File: src/rtl/instruction_cache.sv
// Read-only direct-mapped instruction cache with 4-word lines.
// A hit returns the addressed word combinationally. A miss stalls the fetch stage
// while one line is read from instruction memory.
module instruction_cache #(
    parameter int unsigned INDEX_W = 3,
    parameter int unsigned TAG_W   = 25
) (
    input  logic          clk,
    input  logic          rst_n,
    input  logic          proc_read,
    input  logic [29:0]   proc_addr,
    output logic [31:0]   proc_rdata,
    output logic          proc_stall,
    output logic          mem_read,
    output logic [27:0]   mem_addr,
    input  logic [127:0]  mem_rdata,
    input  logic          mem_ready
);

    localparam int unsigned Lines = 1 << INDEX_W;

    typedef enum logic [0:0] {StIdle, StFetch} state_e;

    state_e state_q, state_d;

    logic [Lines-1:0] valid_q;
    logic [TAG_W-1:0] tag_q  [Lines];
    logic [127:0]     data_q [Lines];

    logic             mem_read_q;
    logic [27:0]      mem_addr_q;

    logic [TAG_W-1:0]   req_tag;
    logic [INDEX_W-1:0] req_index;
    logic [1:0]         req_word;
    logic               hit;
    logic               fill;
    logic [INDEX_W-1:0] fill_index;
    logic [TAG_W-1:0]   fill_tag;

    assign req_tag    = proc_addr[29:INDEX_W+2];
    assign req_index  = proc_addr[INDEX_W+1:2];
    assign req_word   = proc_addr[1:0];
    assign hit        = valid_q[req_index] && (tag_q[req_index] == req_tag);

    // The fill target comes from the latched request, not the live address,
    // so a fetch stage that changes proc_addr mid-refill cannot corrupt it.
    assign fill       = (state_q == StFetch) && mem_ready;
    assign fill_index = mem_addr_q[INDEX_W-1:0];
    assign fill_tag   = mem_addr_q[27:INDEX_W];

    assign mem_read   = mem_read_q;
    assign mem_addr   = mem_addr_q;

    // State register.
    always_ff @(posedge clk or negedge rst_n) begin
        if (!rst_n) begin
            state_q <= StIdle;
        end else begin
            state_q <= state_d;
        end
    end

    // Next-state logic: leave IDLE on a miss, return once the line arrives.
    always_comb begin
        state_d = state_q;
        unique case (state_q)
            StIdle:  if (proc_read && !hit) state_d = StFetch;
            StFetch: if (mem_ready)         state_d = StIdle;
            default: state_d = StIdle;
        endcase
    end

    // Outputs toward the fetch stage: zero-latency word on a hit, stall otherwise.
    always_comb begin
        proc_stall = 1'b0;
        proc_rdata = '0;
        unique case (state_q)
            StIdle: begin
                if (proc_read) begin
                    if (hit) begin
                        proc_rdata = data_q[req_index][{req_word, 5'd0} +: 32];
                    end else begin
                        proc_stall = 1'b1;
                    end
                end
            end
            StFetch: proc_stall = 1'b1;
            default: ;
        endcase
    end

    // Line request registers: latched on a miss, held until the fill edge.
    always_ff @(posedge clk or negedge rst_n) begin
        if (!rst_n) begin
            mem_read_q <= 1'b0;
            mem_addr_q <= '0;
        end else if ((state_q == StIdle) && proc_read && !hit) begin
            mem_read_q <= 1'b1;
            mem_addr_q <= {req_tag, req_index};
        end else if (fill) begin
            mem_read_q <= 1'b0;
        end
    end

    // Valid bits are the only storage that needs a reset.
    always_ff @(posedge clk or negedge rst_n) begin
        if (!rst_n) begin
            valid_q <= '0;
        end else if (fill) begin
            valid_q[fill_index] <= 1'b1;
        end
    end

    // Tag and data arrays; contents are meaningless until the valid bit is set.
    always_ff @(posedge clk) begin
        if (fill) begin
            tag_q[fill_index]  <= fill_tag;
            data_q[fill_index] <= mem_rdata;
        end
    end

endmodule

File: config.mk
export PLATFORM = sky130hd
export DESIGN_NAME = instruction_cache
export DESIGN_NICKNAME = d
export VERILOG_FILES = /design/src/rtl/instruction_cache.sv
export SDC_FILE = /design/constraint.sdc
export NUM_CORES = 1
export LEC_CHECK = 0
export CAP_MARGIN = 30
export CORE_MARGIN = 1
export CORE_UTILIZATION = 30
export CTS_CLUSTER_DIAMETER = 100
export DETAILED_ROUTE_END_ITERATION = 8
export DONT_BUFFER_PORTS = 1
export SYNTH_ARGS = -nofsm -noshare
export SYNTH_HDL_FRONTEND = slang
export SYNTH_SLANG_ARGS = --single-unit
File: constraint.sdc
create_clock -name clk -period 14.7 [get_ports clk]
set_input_delay 4.41 -clock clk [delete_from_list [all_inputs] [get_ports clk]]
set_output_delay 4.41 -clock clk [all_outputs]
set_load 0.02 [all_outputs]
Yosys cells after proc, flatten, opt, wreduce, memory -nomap -nowiden. Memory sizes are Yosys's and may differ from the RTL's. Index checks and enable logic that the tools add are counted.

Register bits: 38. Bits in latches: 0. Bits in writable memories: 1224. ROM bits: 0. Input bits: 162. Word-level logic and storage cells: 38. Memories kept: 2.

Add/sub/neg operators: 0. $mul: 0. Div/mod/pow operators: 0. Magnitude comparators: 3. Equal/unequal tests: 1. Shifts and indexed selects: 1. Muxes and demuxes: 17. Bitwise gates (word level): 2. Reduce and logical (&&, ||, !) cells: 8.

Memory list: data_q (words 8, bits a word 128, read ports 1, clocked after memory_dff 0, wr ports 1, line 28) `logic [127:0] data_q [Lines];`; tag_q (words 8, bits a word 25, read ports 1, clocked after memory_dff 0, wr ports 1, line 27) `logic [TAG_W-1:0] tag_q [Lines];`.

Operator list (count): indexed part select 128 x 8 -> 32 bit (1); two-way mux 32 bit (3); == test 25 bit (1); two-way mux 1 bit (10); less-than comparator 3 x 4 -> 1 bit (second input constant) (2); OR 8 bit (1); logical AND 1 bit (6); one-hot mux 1 bit (2 select lines) (2); binary-select mux 1 bit (select 3 bit) (1); demux 1 bit (select 3 bit) (1); greater-or-equal comparator 3 x 1 -> 1 bit (second input constant) (1); nonzero test 2 bit (1); zero test 1 bit (1); inverter 1 bit (1).

Longest topological paths before layout.
Depth in word-level cells: 7. Gate-level depth with buffers: 13. Mapped depth without buffers: 8.

Worst setup path before layout. No wires, ideal clock.

Path type: input port to flip-flop. Start point: input mem_ready. End point: register valid_q[0]. Setup time: 0.131 ns. Arrival time: 16.057 ns. Data required time: 14.569 ns. Slack: -1.489 ns. Cell stages on the path: 4. Buffers on the path: 0. Cells stage by stage: nand2_1 > or2_2 > nor3_1 > or2_2.

Cells in the longest elaborated chain, start to end: 1.

RTL lines: from (decl) (line 17) `input logic mem_ready`; logical AND 1 bit (line 48) `assign fill = (state_q == StFetch) && mem_ready;`; to (signal assigned) (line 109) `valid_q <= '0;`; to (signal, indexed assignment) (line 111) `valid_q[fill_index] <= 1'b1;`; to (decl) (line 26) `logic [Lines-1:0] valid_q;`.

No other way between the ends. A chain may end at the register's enable or synchronous reset.

Worst setup path in the final report.
Start point: input proc_addr[3]. End point: output proc_stall.

Cells in the longest elaborated chain, start to end: 6.

RTL lines: from (decl) (line 11) `input logic [29:0] proc_addr,`; memory (8 x 25 bit) / binary-select mux 1 bit (select 3 bit) (equally long branches); == test 25 bit / two-way mux 1 bit (equally long branches) (line 44) `assign hit = valid_q[req_index] && (tag_q[req_index] == req_tag);`; logical AND 1 bit * (line 44); two-way mux 1 bit * (line 81) `if (hit) begin`; two-way mux 1 bit * (line 80) `if (proc_read) begin`; one-hot mux 1 bit (2 select lines) * (line 78) `unique case (state_q)`; to (decl) (line 13) `output logic proc_stall,`.

Every way passes the cells marked *; elsewhere a longest branch is shown, timed or not. The select of a mux whose other input is x is not followed.

==> qor.csv <==
metric,value,unit
P&R area growth vs syn,14.04,%
chip height,402.7,microns
PostCTS Resize Cnt,0,
io pins,224,
r2r endpoint,data_q[0][14]$_DFFE_PP_,
Post-synth EDFFs,1224,
Max transition margin,-0.1314,
DIE WIDTH,402.7,microns
GR Overflow Total,0,
Cell Rows,146,
# hold bufs at CTS,0,
clock root cell,clkbuf_16,
CP startpoint kind,input port,
Synth top area share,0.7630,
status,"complete, but fails checks",
CTS tree,yes,
final setup vio count,0,
Setup crit start,proc_addr[3],
Crit Path Class,input port to output pin,
Crit. End Element,output pin,
max_cap viols,0,
via count,20630,
P_leak,16.94,nW
synthesized area,48170,sq um
Syn Nets,2155,
initial antenna violation count,3,
"Top FF cell, synth",edfxtp_1,
largest net degree at the start of global routing,310,
minimum clock period,12.28,ns
Final Non-Filler Cells,4226,
hold crit path type,flop to flop,
WL per Instance,25.49,microns
hold depth,1,
Clock Sinks,1262,
fraction of layout instances using a drive strength above 1,0.2657,
RR Startpoint,mem_addr[1]$_DFFE_PN0P_,
TritonCTS buffer count,132,
yosys warns,0,
Syn Area/Cell,24.17,sq um
max frequency,81.41,MHz
drt pass-1 iters,7,
"top cells by area, synth","edfxtp_1 (76%), mux4_2 (16%), dfrtp_1 (2.0%)",
final hold vios,0,
core box area,158900,sq um
Cells after Synth,1993,
max-slew violations,104,
most frequent cells in the layout,"edfxtp_1 (1224), mux4_2 (346), clkbuf_16 (134), mux2i_1 (95), dfrtp_1 (38)",
min-delay src,valid_q[5]$_DFFE_PN0P_,
reg2reg path depth,5,
vias in the first global route,22500,
post-synthesis cell type count,41,
global-route usage over all layers,0.1340,
TNS Setup,0,ns
async set-reset flop share out of synthesis,0.03011,
WP data required,10.29,ns
"most common cell after layout, fill and taps aside",edfxtp_1,
Post-CTS Setup Inserts,0,
Remaining DRCs,0,
CTS Buffer Depth,3,
Routed WL,107700,microns
clock-pin slew on the worst setup and hold paths,0.05,ns
detailed placement HPWL,56370,microns
RSZ-0062 raised after global routing,no,
Register-to-Register Setup Slack,11.13,ns
Tcrit/Tclk final,0.8356,
power per cell area,142.9,nW/um^2
nets@finish,2214,
Inst Count DP,3989,
clock skew,0.02772,ns
data arrival time of the critical path,7.87,ns
Max IR drop VDD,0.08978,mV
#FFs+latches synth,1262,
Yosys top cell by area,edfxtp_1,
Starting Density,0.3031,
clock latency on the worst-skew pair,0.77,ns
violated checks,slew limit,
H-tree depth,4,
first-iteration detailed-routing DRC count,1768,
"Seq/Total Area, Yosys",0.7827,
port bufs,0,
Slew @ Worst Pin,1.697,ns
Antenna Nets Post-Route,0,
routability-driven placement congestion ratio,0.7282,
Vias/cell,4.882,
Hold Path End,valid_q[5]$_DFFE_PN0P_,
crit-path max FO,309,
die area,162200,sq um
first-pass GRT wire length,156100,microns
[per-stage QoR]
step           utilization  power [mW]  hold slack, ns  cell area (sq um)  worst slack, ns
2_1_floorplan            -       4.618          0.4337              48180            2.767
3_3_place_gp        0.3188       4.684          0.4464              50670            2.653
3_5_place_dp        0.3188       4.702          0.4556              50670            2.641
4_1_cts             0.3455       7.945          0.4738              54910            2.632
5_1_grt             0.3457       8.105          0.4954              54940            2.480
6_report            0.3457       7.850          0.4737              54940            2.417
[sequential cells by signal, indices dropped and copies added, names as in the netlist]
register and flops:
valid_q 8, data_q 1024, tag_q 200, mem_addr 28, state_q 1, mem_read 1
[kinds of logic after synthesis]
kind of cell	Yosys count	share of synthesized area
multiplexers	472	0.1887
AND/OR/NAND/NOR	106	0.01080
flip-flops	1262	0.7827
XOR/XNOR	21	0.003818
AO/OA/AOI/OAI	32	0.005169
buffers and inverters	100	0.008753
[worst max path at each step]
stage,to,slack [ns],cells after the start
after floorplan,valid_q[4]$_DFFE_PN0P_,2.77,4
after global placement,proc_rdata[10],2.65,9
after detailed placement,proc_rdata[15],2.64,9
after CTS,proc_rdata[15],2.63,9
after global routing,proc_rdata[14],2.48,9
final,proc_stall,2.42,8
[synth_stat cells (3+ instances only)]
cell type  number
mux2_1         28
a22oi_1        19
nor2b_1         4
buf_1          34
or2_2          10
mux2i_1        95
nor3_1          5
xor2_1         16
mux2_2          3
o21ai_0         4
nand4_1         6
clkbuf_1       44
or3_1           3
mux4_2        346
nand2b_1        5
xnor2_1         5
dfrtp_1        38
nand2_1        18
nor2_1         42
buf_2          16
buf_6           3
edfxtp_1     1224
nand3b_1        3
[layer usage]
metal | up-vias | global-route usage | part of all wire
met2 | 553 | 0.2216 | 0.49
li1 | 8677 | - | -
met4 | 0 | 0.04563 | 0.024
met3 | 149 | 0.04794 | 0.082
met1 | 11250 | 0.1618 | 0.40
met5 | - | 0 | 0
[worst max-delay path, cell delays in order]
cell,delay (ns)
and2_1,0.60
a22o_1,0.24
a221oi_1,0.29
xor2_1,0.15
or3_1,0.39
or4_4,0.57
nor3_1,0.38
o21ai_0,0.33
[final cells by class]
cell class              instances  area [sq um]
diodes                          1         2.502
clock buffers                 169          3515
clock inverters                66         721.9
fillers                     14470        104000
inverters                       2         7.507
multi-input cells             631         10110
flip-flops and latches       1262         37710
well taps                    2072          2592
repair buffers                 23         280.3
[report_power, final]
group          switching [mW]  internal (mW)
Sequential              0.105           4.14
Combinational           0.186          0.189
Clock                    1.35           1.88
(Power assumes the default switching activity.)
